### config.mk
export PLATFORM = sky130hd
export DESIGN_NAME = hazard_scoreboard_flat
export DESIGN_NICKNAME = d
export VERILOG_FILES = /design/src/rtl/hazard_scoreboard_if.sv /design/src/rtl/hazard_scoreboard.sv /design/src/flat_wrapper.sv
export SDC_FILE = /design/constraint.sdc
export NUM_CORES = 1
export LEC_CHECK = 0
export CAP_MARGIN = 30
export CORE_MARGIN = 4
export CORE_UTILIZATION = 38
export CTS_BUF_LIST = sky130_fd_sc_hd__clkbuf_8
export CTS_CLUSTER_DIAMETER = 100
export DETAILED_ROUTE_END_ITERATION = 10
export DONT_BUFFER_PORTS = 1
export PLACE_DENSITY = 0.52
export SLEW_MARGIN = 25
export SYNTH_ARGS = -nofsm -noshare
export SYNTH_HDL_FRONTEND = slang
export SYNTH_SLANG_ARGS = --single-unit
### constraint.sdc
create_clock -name clk -period 9.31 [get_ports clk]
set_input_delay 1.862 -clock clk [delete_from_list [all_inputs] [get_ports clk]]
set_output_delay 1.862 -clock clk [all_outputs]
set_load 0.01 [all_outputs]
### src/rtl/hazard_scoreboard_if.sv
`default_nettype none
// ============================================================================
// Module   : hazard_scoreboard_if
// Brief    : Decode/writeback/kill bundle and status outputs of the scoreboard.
// Revision : 1.0
// ============================================================================
interface hazard_scoreboard_if #(
    parameter int XLEN     = 32,
    parameter int NUM_REGS = 32
);
    logic [XLEN-1:0]     instr_decode;
    logic                decode_valid;
    logic                reg_write_en;
    logic [4:0]          wb_rd;
    logic                kill_valid;
    logic [4:0]          kill_rd;
    logic                stall_decode;
    logic                issue_fire;
    logic [NUM_REGS-1:0] pending_vec;
    logic [31:0]         perf_stall_cnt;
    logic                sb_err;

    modport master (
        output instr_decode, decode_valid, reg_write_en, wb_rd, kill_valid, kill_rd,
        input  stall_decode, issue_fire, pending_vec, perf_stall_cnt, sb_err
    );

    modport slave (
        input  instr_decode, decode_valid, reg_write_en, wb_rd, kill_valid, kill_rd,
        output stall_decode, issue_fire, pending_vec, perf_stall_cnt, sb_err
    );
endinterface
`default_nettype wire

### src/rtl/hazard_scoreboard.sv
`default_nettype none
// ============================================================================
// Module   : hazard_scoreboard
// Brief    : Per-register in-flight write counters gating decode->execute issue.
// Revision : 1.0
// ============================================================================
module hazard_scoreboard #(
    parameter int XLEN     = 32,
    parameter int NUM_REGS = 32,
    parameter int CNT_W    = 2
) (
    input  logic                clk,
    input  logic                rst_n,
    hazard_scoreboard_if.slave  sb
);
    localparam logic [6:0] c_OP_LUI    = 7'b0110111;
    localparam logic [6:0] c_OP_AUIPC  = 7'b0010111;
    localparam logic [6:0] c_OP_JAL    = 7'b1101111;
    localparam logic [6:0] c_OP_JALR   = 7'b1100111;
    localparam logic [6:0] c_OP_LOAD   = 7'b0000011;
    localparam logic [6:0] c_OP_OPIMM  = 7'b0010011;
    localparam logic [6:0] c_OP_BRANCH = 7'b1100011;
    localparam logic [6:0] c_OP_STORE  = 7'b0100011;
    localparam logic [6:0] c_OP_OP     = 7'b0110011;
    localparam logic [CNT_W-1:0] c_CNT_MAX = {CNT_W{1'b1}};

    logic [NUM_REGS-1:0][CNT_W-1:0] r_cnt;
    logic [NUM_REGS-1:0]            r_pending;
    logic [31:0]                    r_perf;
    logic                           r_err;

    wire  [NUM_REGS-1:0][CNT_W-1:0] w_cnt_nxt;
    wire  [NUM_REGS-1:0]            w_err_vec;

    logic [6:0] w_opcode;
    logic [4:0] w_rs1, w_rs2, w_rd;
    logic       w_use_rs1, w_use_rs2, w_wr_rd;
    logic       w_raw, w_waw, w_stall, w_issue;

    wire w_unused = &{1'b0, sb.instr_decode[XLEN-1:25], sb.instr_decode[14:12]};

    assign w_opcode = sb.instr_decode[6:0];
    assign w_rd     = sb.instr_decode[11:7];
    assign w_rs1    = sb.instr_decode[19:15];
    assign w_rs2    = sb.instr_decode[24:20];

    always_comb begin
        w_use_rs1 = 1'b0;
        w_use_rs2 = 1'b0;
        w_wr_rd   = 1'b0;
        case (w_opcode)
            c_OP_LUI, c_OP_AUIPC, c_OP_JAL: w_wr_rd = 1'b1;
            c_OP_JALR, c_OP_LOAD, c_OP_OPIMM: begin
                w_use_rs1 = 1'b1;
                w_wr_rd   = 1'b1;
            end
            c_OP_BRANCH, c_OP_STORE: begin
                w_use_rs1 = 1'b1;
                w_use_rs2 = 1'b1;
            end
            c_OP_OP: begin
                w_use_rs1 = 1'b1;
                w_use_rs2 = 1'b1;
                w_wr_rd   = 1'b1;
            end
            default: ;
        endcase
    end

    // Only registered counters are consulted: a writeback frees its source one cycle later.
    assign w_raw   = (w_use_rs1 && (w_rs1 != 5'd0) && (r_cnt[w_rs1] != '0)) ||
                     (w_use_rs2 && (w_rs2 != 5'd0) && (r_cnt[w_rs2] != '0));
    assign w_waw   = w_wr_rd && (w_rd != 5'd0) && (r_cnt[w_rd] == c_CNT_MAX);
    assign w_stall = sb.decode_valid && (w_raw || w_waw);
    assign w_issue = sb.decode_valid && !w_stall;

    assign w_cnt_nxt[0] = '0;
    assign w_err_vec[0] = 1'b0;

    for (genvar r = 1; r < NUM_REGS; r++) begin : g_reg
        localparam logic [4:0] c_IDX = 5'(r);
        logic           w_inc, w_dwb, w_dkill, w_under;
        logic [1:0]     w_ndec;
        logic [CNT_W:0] w_avail, w_ndec_ext, w_apply;

        assign w_inc      = w_issue && w_wr_rd && (w_rd == c_IDX);
        assign w_dwb      = sb.reg_write_en && (sb.wb_rd == c_IDX);
        assign w_dkill    = sb.kill_valid && (sb.kill_rd == c_IDX);
        assign w_avail    = {1'b0, r_cnt[r]} + {{CNT_W{1'b0}}, w_inc};
        assign w_ndec     = {1'b0, w_dwb} + {1'b0, w_dkill};
        assign w_ndec_ext = (CNT_W+1)'(w_ndec);
        // Decrements beyond what is in flight are dropped and flagged.
        assign w_under    = (w_ndec_ext > w_avail);
        assign w_apply    = w_under ? w_avail : w_ndec_ext;

        assign w_cnt_nxt[r] = CNT_W'(w_avail - w_apply);
        assign w_err_vec[r] = w_under;
    end

    always_ff @(posedge clk or negedge rst_n) begin
        if (!rst_n) begin
            r_cnt     <= '0;
            r_pending <= '0;
            r_perf    <= '0;
            r_err     <= 1'b0;
        end else begin
            r_cnt <= w_cnt_nxt;
            for (int i = 0; i < NUM_REGS; i++) begin
                r_pending[i] <= (w_cnt_nxt[i] != '0);
            end
            if (w_stall && (r_perf != 32'hFFFF_FFFF)) begin
                r_perf <= r_perf + 32'd1;
            end
            r_err <= r_err | (|w_err_vec);
        end
    end

    assign sb.stall_decode   = w_stall;
    assign sb.issue_fire     = w_issue;
    assign sb.pending_vec    = r_pending;
    assign sb.perf_stall_cnt = r_perf;
    assign sb.sb_err         = r_err;
endmodule
`default_nettype wire

### src/flat_wrapper.sv
// flat-port wrapper written by rule: the top's interface ports become plain ports
module hazard_scoreboard_flat 
#(
    parameter int XLEN     = 32,
    parameter int NUM_REGS = 32,
    parameter int CNT_W    = 2
)
  (clk, rst_n, sb_instr_decode, sb_decode_valid, sb_reg_write_en, sb_wb_rd, sb_kill_valid, sb_kill_rd, sb_stall_decode, sb_issue_fire, sb_pending_vec, sb_perf_stall_cnt, sb_sb_err);
  hazard_scoreboard_if #(.XLEN(XLEN), .NUM_REGS(NUM_REGS)) sb_i ();
  input  logic clk;
  input  logic rst_n;
  input wire logic [$bits(sb_i.instr_decode)-1:0] sb_instr_decode;
  input wire logic [$bits(sb_i.decode_valid)-1:0] sb_decode_valid;
  input wire logic [$bits(sb_i.reg_write_en)-1:0] sb_reg_write_en;
  input wire logic [$bits(sb_i.wb_rd)-1:0] sb_wb_rd;
  input wire logic [$bits(sb_i.kill_valid)-1:0] sb_kill_valid;
  input wire logic [$bits(sb_i.kill_rd)-1:0] sb_kill_rd;
  output wire logic [$bits(sb_i.stall_decode)-1:0] sb_stall_decode;
  output wire logic [$bits(sb_i.issue_fire)-1:0] sb_issue_fire;
  output wire logic [$bits(sb_i.pending_vec)-1:0] sb_pending_vec;
  output wire logic [$bits(sb_i.perf_stall_cnt)-1:0] sb_perf_stall_cnt;
  output wire logic [$bits(sb_i.sb_err)-1:0] sb_sb_err;
  assign sb_i.instr_decode = sb_instr_decode;
  assign sb_i.decode_valid = sb_decode_valid;
  assign sb_i.reg_write_en = sb_reg_write_en;
  assign sb_i.wb_rd = sb_wb_rd;
  assign sb_i.kill_valid = sb_kill_valid;
  assign sb_i.kill_rd = sb_kill_rd;
  assign sb_stall_decode = sb_i.stall_decode;
  assign sb_issue_fire = sb_i.issue_fire;
  assign sb_pending_vec = sb_i.pending_vec;
  assign sb_perf_stall_cnt = sb_i.perf_stall_cnt;
  assign sb_sb_err = sb_i.sb_err;
  hazard_scoreboard #(.XLEN(XLEN), .NUM_REGS(NUM_REGS), .CNT_W(CNT_W)) u_core (.clk(clk), .rst_n(rst_n), .sb(sb_i));
endmodule
; ---- After elaboration in Yosys (flattened, before gate mapping)
; Index checks and enable logic that the tools add are counted.
[totals]
ff_bits = 126
inputBits = 47
[op_classes]
addsub = 94
n_lt_le_gt_ge = 34
n_eq_ne = 104
reduce_logical = 146
n_mux = 40
n_bitwise = 1
[op_table]
columns = cell, n
row1 = 5-bit equality test (second input constant), 48
row2 = 5-bit by 4-bit equality test with 1-bit output (second input constant), 24
row3 = 1-bit logical AND, 103
row4 = 2-bit by 1-bit adder with 3-bit output, 31
row5 = 2-bit by 3-bit > comparator with 1-bit output, 31
row6 = 2-bit 2-to-1 mux, 34
row7 = 2-bit nonzero test, 33
row8 = 1-bit by 1-bit adder with 2-bit output, 31
row9 = 2-bit subtractor, 31
row10 = 5-bit by 3-bit equality test with 1-bit output (second input constant), 12
row11 = 32-bit by 1-bit adder with 32-bit output (second input constant), 1
row12 = 32-bit != test (second input constant), 1
row13 = 31-bit OR reduction, 1
row14 = 2-bit binary-select mux with 5-bit select, 3
row15 = 5-bit by 2-bit equality test with 1-bit output (second input constant), 6
row16 = 7-bit by 6-bit equality test with 1-bit output (second input constant), 3
row17 = 7-bit equality test (second input constant), 3
row18 = 5-bit by 6-bit < comparator with 1-bit output (second input constant), 3
row19 = 5-bit by 1-bit equality test with 1-bit output (second input constant), 3
row20 = 5-bit nonzero test, 3
row21 = 7-bit by 5-bit equality test with 1-bit output (second input constant), 2
row22 = 7-bit by 2-bit equality test with 1-bit output (second input constant), 1
row23 = 7-bit OR reduction, 1
row24 = 6-bit OR reduction, 1
row25 = 6 further kinds, 9

; ---- Depth between registers and ports, before layout
; Gate-level depths: netlist of the first run.
[logic_depth]
word_depth = 17
mapped_depth = 21
ltp_nobuf = 19

; ---- Least setup slack after synthesis of the first run
; Ideal clock, no wire load.
[synth_timing]
path_kind = input -> register
startpoint = in sb_instr_decode[22]
endpoint = reg u_core.r_pending[11], in the netlist u_core.sb.pending_vec[11]
path_buffers = 1
setup_slack_ps = 3500
path_stages = 19
arrival_ps = 5682
setup_ps = 127
path_cell_list = buf_4 inv_2 mux4_2 mux4_2 o32ai_1 o21bai_2 nor2_1 nand4_1 nor2_1 ha_1 ha_1 inv_1 ha_1 nor2b_1 o21ai_0 o21ai_0 ha_1 inv_1 or2_2
[synth_lines]
columns = item, line_no
row1 = "start, declared", flat_wrapper.sv:12  ; input wire logic [$bits(sb_i.instr_decode)-1:0] sb_instr_decode;
row2 = "end signal, assigned by index", hazard_scoreboard.sv:109  ; r_pending[i] <= (w_cnt_nxt[i] != '0);
row3 = "end, declared", hazard_scoreboard.sv:28  ; logic [NUM_REGS-1:0] r_pending;

==> results of run 1 <==
## registers in the layout (all words and copies together) (netlist names)
signal and cells:
u_core.sb.sb_err 1, u_core.r_cnt 62, u_core.sb.perf_stall_cnt 32, u_core.sb.pending_vec 31
## power breakdown
part | switching (uW) | internal [uW] | total (uW) | leakage, uW
combinational | 680 | 598 | 1280 | 0.00375
clock | 281 | 197 | 478 | 0.000183
sequential | 215 | 756 | 970 | 0.00156
## Yosys cell counts (all sizes together) (4+ instances only)
library cell,instances
nor2b,45
inv,132
xor2,59
a21oi,35
nor4b,4
mux4,23
o21ai,74
nand3,31
dfrtp,126
nor4,10
nor3,23
nand4,19
or2,34
and3,5
mux2,7
ha,187
nor2,135
clkbuf,15
nand2,93
buf,13
nand2b,5
mux2i,10
xnor2,32
and4,5
## layer usage
layer,GRT usage (%),vias to the layer above,share of wire (%)
met4,6.763,0,2.9
met2,30.56,219,46
met3,4.907,48,6.9
met5,0,-,0
met1,25.20,3848,44
li1,-,3905,-
## metrics by stage
step | cell area [sq um] | worst slack [ns]
6_report | 11110 | 2.923
5_1_grt | 11110 | 2.666
4_1_cts | 11110 | 2.933
3_5_place_dp | 10740 | 2.410
3_3_place_gp | 10740 | 2.497
2_1_floorplan | 10430 | 3.500
## final timing paths
check / from / to / slack, ns / depth (start not counted)
worst max-delay path: sb_instr_decode[22] / u_core.sb.pending_vec[22] / 2.92 / 18
worst min register to register: u_core.sb.perf_stall_cnt[10] / u_core.sb.perf_stall_cnt[10] / 0.56 / 1
worst max register to register: u_core.r_cnt[53] / u_core.sb.pending_vec[11] / 3.93 / 17
max in group asynchronous: rst_n / u_core.r_cnt[51] / 8.02 / 0
worst min-delay path: u_core.sb.perf_stall_cnt[10] / u_core.sb.perf_stall_cnt[10] / 0.56 / 1
min in group asynchronous: rst_n / u_core.r_cnt[40] / 1.09 / 0
## layout make-up
class / count / area share, %
clock buffer: 17 / 2.106
clock inverter: 15 / 1.239
inverter: 132 / 4.459
multi-input combinational: 867 / 59.85
sequential: 126 / 28.38
tap: 341 / 3.840
timing repair buffer: 2 / 0.1351
## critical path, cell delays in order
cell	delay (ns)
inv_2	0.14
mux4_2	0.54
mux4_2	0.48
o32ai_1	0.28
o21bai_2	0.19
nor2_1	0.11
nand3_1	0.51
nor2_1	0.09
ha_1	0.21
ha_1	0.30
inv_1	0.05
ha_1	0.29
nor2b_1	0.13
o21ai_0	0.73
o21ai_0	0.19
ha_1	0.31
inv_1	0.04
or2_2	0.28
## logic make-up (layout without fill, tap and decap cells)
family                   count (synthesis)  after routing  synth area share, %
other                                    1              1              0.03597
AND/OR/NAND/NOR                        418            418                19.98
buffers and inverters                  160            166                6.013
AO/OA/AOI/OAI                          130            130                6.949
flip-flops                             126            126                30.24
multiplexers                            40             40                6.685
adder cells (fa/ha/maj)                187            187                22.44
XOR/XNOR                                91             91                7.645
==> flow_summary.json, run 1 <==
{
  "status": "completed",
  "path_max_fanout": 8,
  "required_ns": 9.66,
  "ant_nets": 0,
  "grt_pass1_wl_microns": 44660,
  "final_cell_mix": "187 x ha_1, 135 x nor2_1, 131 x inv_1",
  "final_util_pct": 41.23,
  "synth_warnings": 0,
  "start_util_pct": 38.68,
  "cp-start-kind": "input port",
  "post-route-period-util_pct": 68.60,
  "p_per_area_mw_per_mm2": 245.4,
  "fp.dieW_microns": 173.6,
  "cts_setup_buffers": 0,
  "drt_drc_violations_left": 0,
  "gp_congestion": 0.8766,
  "num_vias": 8020,
  "antenna_found_initial": 0,
  "fin_nets": 1380,
  "setup_viol": 0,
  "cts_tree": "yes",
  "die_area_sq_mm": 0.03015,
  "routed_wl_microns": 28380,
  "drive_gt1_share_pct": 9.750,
  "tns_ns": 0,
  "netlist_instances": 1153,
  "dr.pass1.iters": 5,
  "ctsRootBufferMaster": "clkbuf_8",
  "vdd_drop_max_mv": 0.1156,
  "core_sq_mm": 0.02695,
  "instances_no_fill": 1500,
  "syn_area_sq_mm": 0.01042,
  "fmax_ghz": 0.1566,
  "arrival_ns": 6.74,
  "avgRoutedWirePerCell_microns": 18.92,
  "io_pins": 114,
  "ys_types": 50,
  "yosysTopAreaCell": "dfrtp_1",
  "clkSlewWorstSetupHoldPaths_ns": 0.10,
  "area_growth_pct": 6.589,
  "holdWs_ns": 0.5561,
  "grt_max_degree": 127,
  "cts_buffers": 17,
  "hold_viol_final": 0,
  "synth.top_cell.area_share_pct": 30.24,
  "synth_top_flop_cell": "dfrtp_1",
  "cts.repair.resized": 0,
  "ys_ff_latch": 126,
  "diodes": 0,
  "async_reset_ff_share_pct": 100.0,
  "skew_ns": 0.01957,
  "num_rows": 60,
  "critical_path_class": "input port to flop",
  "grt.total_usage_pct": 19.11,
  "worstSkewPairLatency_ns": 0.47,
  "dp_hpwl_microns": 22010,
  "syn_avg_cell_area_sq_um": 9.042,
  "period_needed_ns": 6.387,
  "clock-sinks": 126,
  "synth_area_leaders": "dfrtp_1 30%, ha_1 22%, mux4_2 5.0%",
  "grt-ovfl-total": 0,
  "postCtsHoldBufs": 0,
  "ctsLongestPathBuffers": 2,
  "grt_pass1_vias": 7919,
  "p_leak_uw": 0.005500,
  "port_buffers": 0,
  "synth.net_count": 1387,
  "dp_cells": 1468,
  "die_h_microns": 173.6,
  "end_kind": "flop",
  "htreeDepth": 4,
  "nFillCells": 2716,
  "ff_latch_area_sq_mm": 0.003153,
  "slew_headroom_pct": 36.65,
  "total_power_uw": 2727,
  "max_slew.worst_pin.slew_ns": 0.9403,
  "avgViaCountPerCell": 5.347,
  "rsz0062_at_grt": "no",
  "mostFrequentLayoutCell": "ha_1",
  "multi_input_area_sq_mm": 0.006650,
  "hp-class": "flop to flop",
  "synth_edf_count": 0,
  "yosysSeqAreaShare_pct": 30.24,
  "drtIter0Drc": 578,
  "drv_slew": 0,
  "max-cap-violations": 0
}
Note: power is estimated with default switching activity, not from simulation.
==> run 2: changes to the inputs <==
- PLACE_DENSITY: 0.52 -> 0.54
- clock period: 9.31 -> 5.3 ns (I/O delays scaled with it)
==> flow_summary.json, run 2 (synthesized netlist as in run 1, its figures left out) <==
{
  "status": "completed",
  "vdd_drop_max_mv": 0.1793,
  "slew_headroom_pct": 53.08,
  "final_cell_mix": "187 x ha_1, 135 x nor2_1, 131 x inv_1",
  "cp-start-kind": "input port",
  "crit_start": "sb_instr_decode[22]",
  "cp_slowest_stage_delay_ns": 0.53,
  "cts_tree": "yes",
  "cts_buffers": 17,
  "clock-sinks": 126,
  "ctsRootBufferMaster": "clkbuf_8",
  "antenna_found_initial": 0,
  "crit_path_top_delay_cell": "mux4_2",
  "setup_viol": 0,
  "postCtsHoldBufs": 0,
  "largest_reg_flops": 62,
  "dr.pass1.iters": 5,
  "area_growth_pct": 9.962,
  "grt_max_degree": 127,
  "start_util_pct": 38.68,
  "end_kind": "flop",
  "period_needed_ns": 4.985,
  "hold_viol_final": 0,
  "crit_top_cell": "ha_1",
  "p_seq_share_pct": 33.7,
  "grt.busiest_layer": "met2",
  "grt_pass1_wl_microns": 46030,
  "drv_slew": 0,
  "grt_pass1_vias": 8387,
  "stdcell_area_sq_mm": 0.01146,
  "drt_drc_violations_left": 0,
  "cpLargestDelayFamily": "adder cells",
  "worstSkewPairLatency_ns": 0.46,
  "num_vias": 8240,
  "grt_use_met3_pct": 5.583,
  "post-route-period-util_pct": 94.05,
  "multi_input_area_sq_mm": 0.006650,
  "die_h_microns": 173.6,
  "grt.total_usage_pct": 19.40,
  "netSwitchingFraction_pct": 42.42,
  "dpl-instance-area_sq_mm": 0.01109,
  "critical_path_class": "input port to flop",
  "fin_nets": 1425,
  "avgRoutedWirePerCell_microns": 18.55,
  "arrival_ns": 5.33,
  "drtIter0Drc": 560,
  "cts_setup_buffers": 0,
  "rsz0062_at_grt": "no",
  "critPathBufInv": 3,
  "htreeDepth": 4,
  "gp_congestion": 0.9072,
  "fmax_ghz": 0.2006,
  "grt-ovfl-total": 0,
  "path_max_fanout": 8,
  "met2_usage_pct": 31.61,
  "num_rows": 60,
  "port_buffers": 0,
  "mostFrequentLayoutCell": "ha_1",
  "worst-r2r-setup-slack_ns": 0.59,
  "clkSlewWorstSetupHoldPaths_ns": 0.10,
  "top_register": "u_core.r_cnt",
  "dp_hpwl_microns": 22400,
  "final_util_pct": 42.53,
  "max_slew.worst_pin.slew_ns": 0.7039,
  "p_comb_share_pct": 49.3,
  "hp-class": "input port to asynchronous set/reset pin",
  "p_leak_uw": 0.005713,
  "clkPwrFrac_pct": 17.0,
  "cts.repair.resized": 0,
  "nFillCells": 2665,
  "routed_wl_microns": 28670,
  "required_ns": 5.65,
  "die_area_sq_mm": 0.03015,
  "r2r_start": "u_core.r_cnt[53]",
  "drive_gt1_share_pct": 13.12,
  "ff_latch_area_sq_mm": 0.003153,
  "total_power_uw": 5050,
  "p_per_area_mw_per_mm2": 440.5,
  "core_sq_mm": 0.02695,
  "p_int_uw": 2908,
  "avgViaCountPerCell": 5.333,
  "ant_nets": 0,
  "diodes": 0,
  "cp_cell_sequence": "inv_2 > mux4_2 > mux4_2 > o32ai_1 > o21bai_2 > nor2_1 > nand3_1 > buf_4 > nor2_1 > ha_1 > ha_1 > inv_1 > ha_1 > nor2b_1 > o21ai_0 > o21ai_0 > ha_1 > xnor2_1 > or2_2",
  "skew_ns": 0.02173,
  "p_sw_uw": 2142,
  "use_met1_pct": 24.87,
  "ctsLongestPathBuffers": 2,
  "max-cap-violations": 0,
  "fp.dieW_microns": 173.6,
  "io_pins": 114
}
-- run 2: cell count changes in the layout (fill, tap and decap cells not counted) --
cell        delta
clkinvlp_4     -1
buf_4         +44
buf_12         +1
clkinv_4       +1
-- run 2: worst paths after layout --
kind,endpoint,depth (start not counted)
min in group clk,u_core.sb.perf_stall_cnt[24],1
worst min-delay path,u_core.sb.pending_vec[11],0
worst max register to register,u_core.sb.pending_vec[22],18
worst min register to register,u_core.sb.perf_stall_cnt[24],1
max in group asynchronous,u_core.r_cnt[34],0
worst max-delay path,u_core.sb.pending_vec[22],19
-- run 2: per-stage QoR --
stage	setup TNS [ns]	hold slack (ns)	setup slack (ns)	cells
global placement	-0.2895	0.5392	-0.06389	1513
global route	0	0.2439	0.03375	1545
detailed placement	-1.206	0.5448	-0.1572	1513
CTS	0	0.2515	0.3264	1545
floorplan	0	0.5150	0.2924	1153
finish	0	0.2951	0.3152	1545
-- run 2: routing by layer --
metal | wire (microns) | part of all wire [%]
met1 | 12420 | 43
met2 | 13240 | 46
met3 | 2163 | 7.5
met4 | 843 | 2.9
met5 | 0 | 0
-- run 2: power by group through the flow --
| stage | clock network (uW) | registers, uW | logic, uW |
|---|---|---|---|
| 2_1_floorplan | 0 | 1590 | 1780 |
| 3_3_place_gp | 0 | 1730 | 2420 |
| 3_5_place_dp | 0 | 1720 | 2480 |
| 4_1_cts | 890 | 1710 | 2500 |
| 5_1_grt | 937 | 1750 | 2860 |
| 6_report | 859 | 1700 | 2490 |
-- run 2: layout make-up --
| type | instances | share of cell area, % |
|---|---|---|
| multi-input cells | 867 | 58.01 |
| flip-flops and latches | 126 | 27.50 |
| inverters | 132 | 4.322 |
| well taps | 341 | 3.722 |
| repair buffers | 47 | 3.187 |
| clock buffers | 17 | 2.041 |
| clock inverters | 15 | 1.212 |
==> run 3: changes to the inputs <==
- CELL_PAD_IN_SITES_DETAIL_PLACEMENT: default -> 1
- CELL_PAD_IN_SITES_GLOBAL_PLACEMENT: default -> 2
- PLACE_DENSITY: 0.54 -> 0.8
==> flow_summary.json, run 3 (synthesized netlist as in run 1, its figures left out) <==
{
  "grt_pass1_vias": 9269,
  "arrival_ns": 5.37,
  "ctsLongestPathBuffers": 2,
  "core_sq_mm": 0.02695,
  "dp_hpwl_microns": 25280,
  "area_growth_pct": 12.40,
  "postCtsHoldBufs": 0,
  "holdWs_ns": 0.2724,
  "p_per_area_mw_per_mm2": 452.8,
  "grt_max_degree": 127,
  "max_slew.worst_pin.slew_ns": 0.7202,
  "htreeDepth": 4,
  "post-route-period-util_pct": 94.90,
  "ant_nets": 0,
  "drtIter0Drc": 392,
  "num_rows": 60,
  "grt.total_usage_pct": 21.53,
  "drt_drc_violations_left": 0,
  "diodes": 0,
  "hp-class": "input port to asynchronous set/reset pin",
  "setup_viol": 0,
  "routed_wl_microns": 32050,
  "dr.pass1.iters": 5,
  "slew_headroom_pct": 51.99,
  "critical_path_class": "input port to flop",
  "layout_setup_ws_ns": 0.2701,
  "status": "completed",
  "avgViaCountPerCell": 5.454,
  "worstSkewPairLatency_ns": 0.47,
  "avgRoutedWirePerCell_microns": 20.30,
  "pre_cts_ws_ns": -0.3013,
  "path_max_fanout": 8,
  "required_ns": 5.64,
  "io_pins": 114,
  "cts_setup_buffers": 0,
  "hold_viol_final": 0,
  "fp.dieW_microns": 173.6,
  "stdcell_area_sq_mm": 0.01172,
  "cts_tree": "yes",
  "clock-sinks": 126,
  "period_needed_ns": 5.030,
  "cp-start-kind": "input port",
  "wl_met2_microns": 15690,
  "fmax_ghz": 0.1988,
  "antenna_found_initial": 0,
  "num_vias": 8612,
  "tns_ns": 0,
  "ctsRootBufferMaster": "clkbuf_8",
  "top_register": "u_core.r_cnt",
  "routed-wl-met3_microns": 1728,
  "die_area_sq_mm": 0.03015,
  "end_kind": "flop",
  "final_cell_mix": "187 x ha_1, 135 x nor2_1, 131 x inv_1",
  "die_h_microns": 173.6,
  "mostFrequentLayoutCell": "ha_1",
  "largest_reg_flops": 62,
  "rsz0062_at_grt": "no",
  "drive_gt1_share_pct": 15.51,
  "skew_ns": 0.01792,
  "highest_layer": "met4",
  "cts.repair.resized": 0,
  "start_util_pct": 38.68,
  "dpl-instance-area_sq_mm": 0.01133,
  "gp_congestion": 0.8905,
  "max-cap-violations": 0,
  "grt_pass1_wl_microns": 50820,
  "p_leak_uw": 0.005876,
  "nFillCells": 3174,
  "cts_buffers": 17,
  "clkSlewWorstSetupHoldPaths_ns": 0.11,
  "vdd_drop_max_mv": 0.2079,
  "grt-ovfl-total": 0,
  "fin_nets": 1459,
  "drv_slew": 0,
  "port_buffers": 0,
  "met1_length_microns": 13640
}
==> run 3: changes by cell type in the layout (fill, tap and decap cells not counted) <==
cell,delta
inv_6,-5
clkinvlp_4,+1
buf_4,+35
clkinv_4,+1
o21ai_0,-1
buf_12,-1
o21ai_1,+1
inv_8,+2
clkinv_8,+1
==> run 3: final cells by class <==
type,instances,area (sq um),share of cell area [%]
Sequential cell,126,3153,26.91
Multi-Input combinational cell,867,6650,56.75
Tap cell,341,426.7,3.641
Timing Repair Buffer,81,608.1,5.190
Clock buffer,17,234.0,1.997
Inverter,132,495.5,4.229
Clock inverter,15,150.1,1.281
==> run 3: per-stage QoR <==
stage	total power, uW	util, %	std cells
global route	5818	43.48	1579
CTS	5369	43.48	1579
detailed placement	4471	42.05	1547
global placement	4345	42.05	1547
finish	5305	43.48	1579
floorplan	3363	-	1153
==> run 3: worst max-delay path, cell delays in order <==
cell      delay, ns
inv_2          0.14
mux4_2         0.53
mux4_2         0.49
o32ai_1        0.29
o21bai_2       0.19
nor2_1         0.09
buf_4          0.16
nand3_1        0.10
buf_4          0.18
nor2_1         0.06
ha_1           0.18
ha_1           0.30
inv_1          0.05
ha_1           0.30
nor2b_1        0.13
o21ai_0        0.32
buf_4          0.19
nand4_1        0.20
nor4_1         0.32
nand2_1        0.09
==> run 3: final timing paths <==
kind / startpoint / end / slack [ns] / depth (start not counted)
hold / removal: rst_n / u_core.r_cnt[22] / 0.27 / 0
setup reg to reg: u_core.r_cnt[47] / u_core.sb.sb_err / 0.52 / 20
min in group clk: u_core.sb.perf_stall_cnt[22] / u_core.sb.perf_stall_cnt[22] / 0.56 / 1
max in group asynchronous: rst_n / u_core.sb.pending_vec[27] / 4.86 / 0
hold reg to reg: u_core.sb.perf_stall_cnt[22] / u_core.sb.perf_stall_cnt[22] / 0.56 / 1
setup / recovery: sb_instr_decode[22] / u_core.sb.sb_err / 0.27 / 20
==> run 3: report_power, final <==
part / switching, uW / internal [uW]
Clock: 509 / 350
Combinational: 1350 / 1380
Sequential: 386 / 1330
Total: 2240 / 3060
==> run 3: per-layer routing <==
layer  vias to the layer above  global-route usage, %
met5                         -                      0
met4                         0                  7.621
met3                        49                  4.733
met2                       213                  37.03
met1                      4285                  26.69
li1                       4065                      -
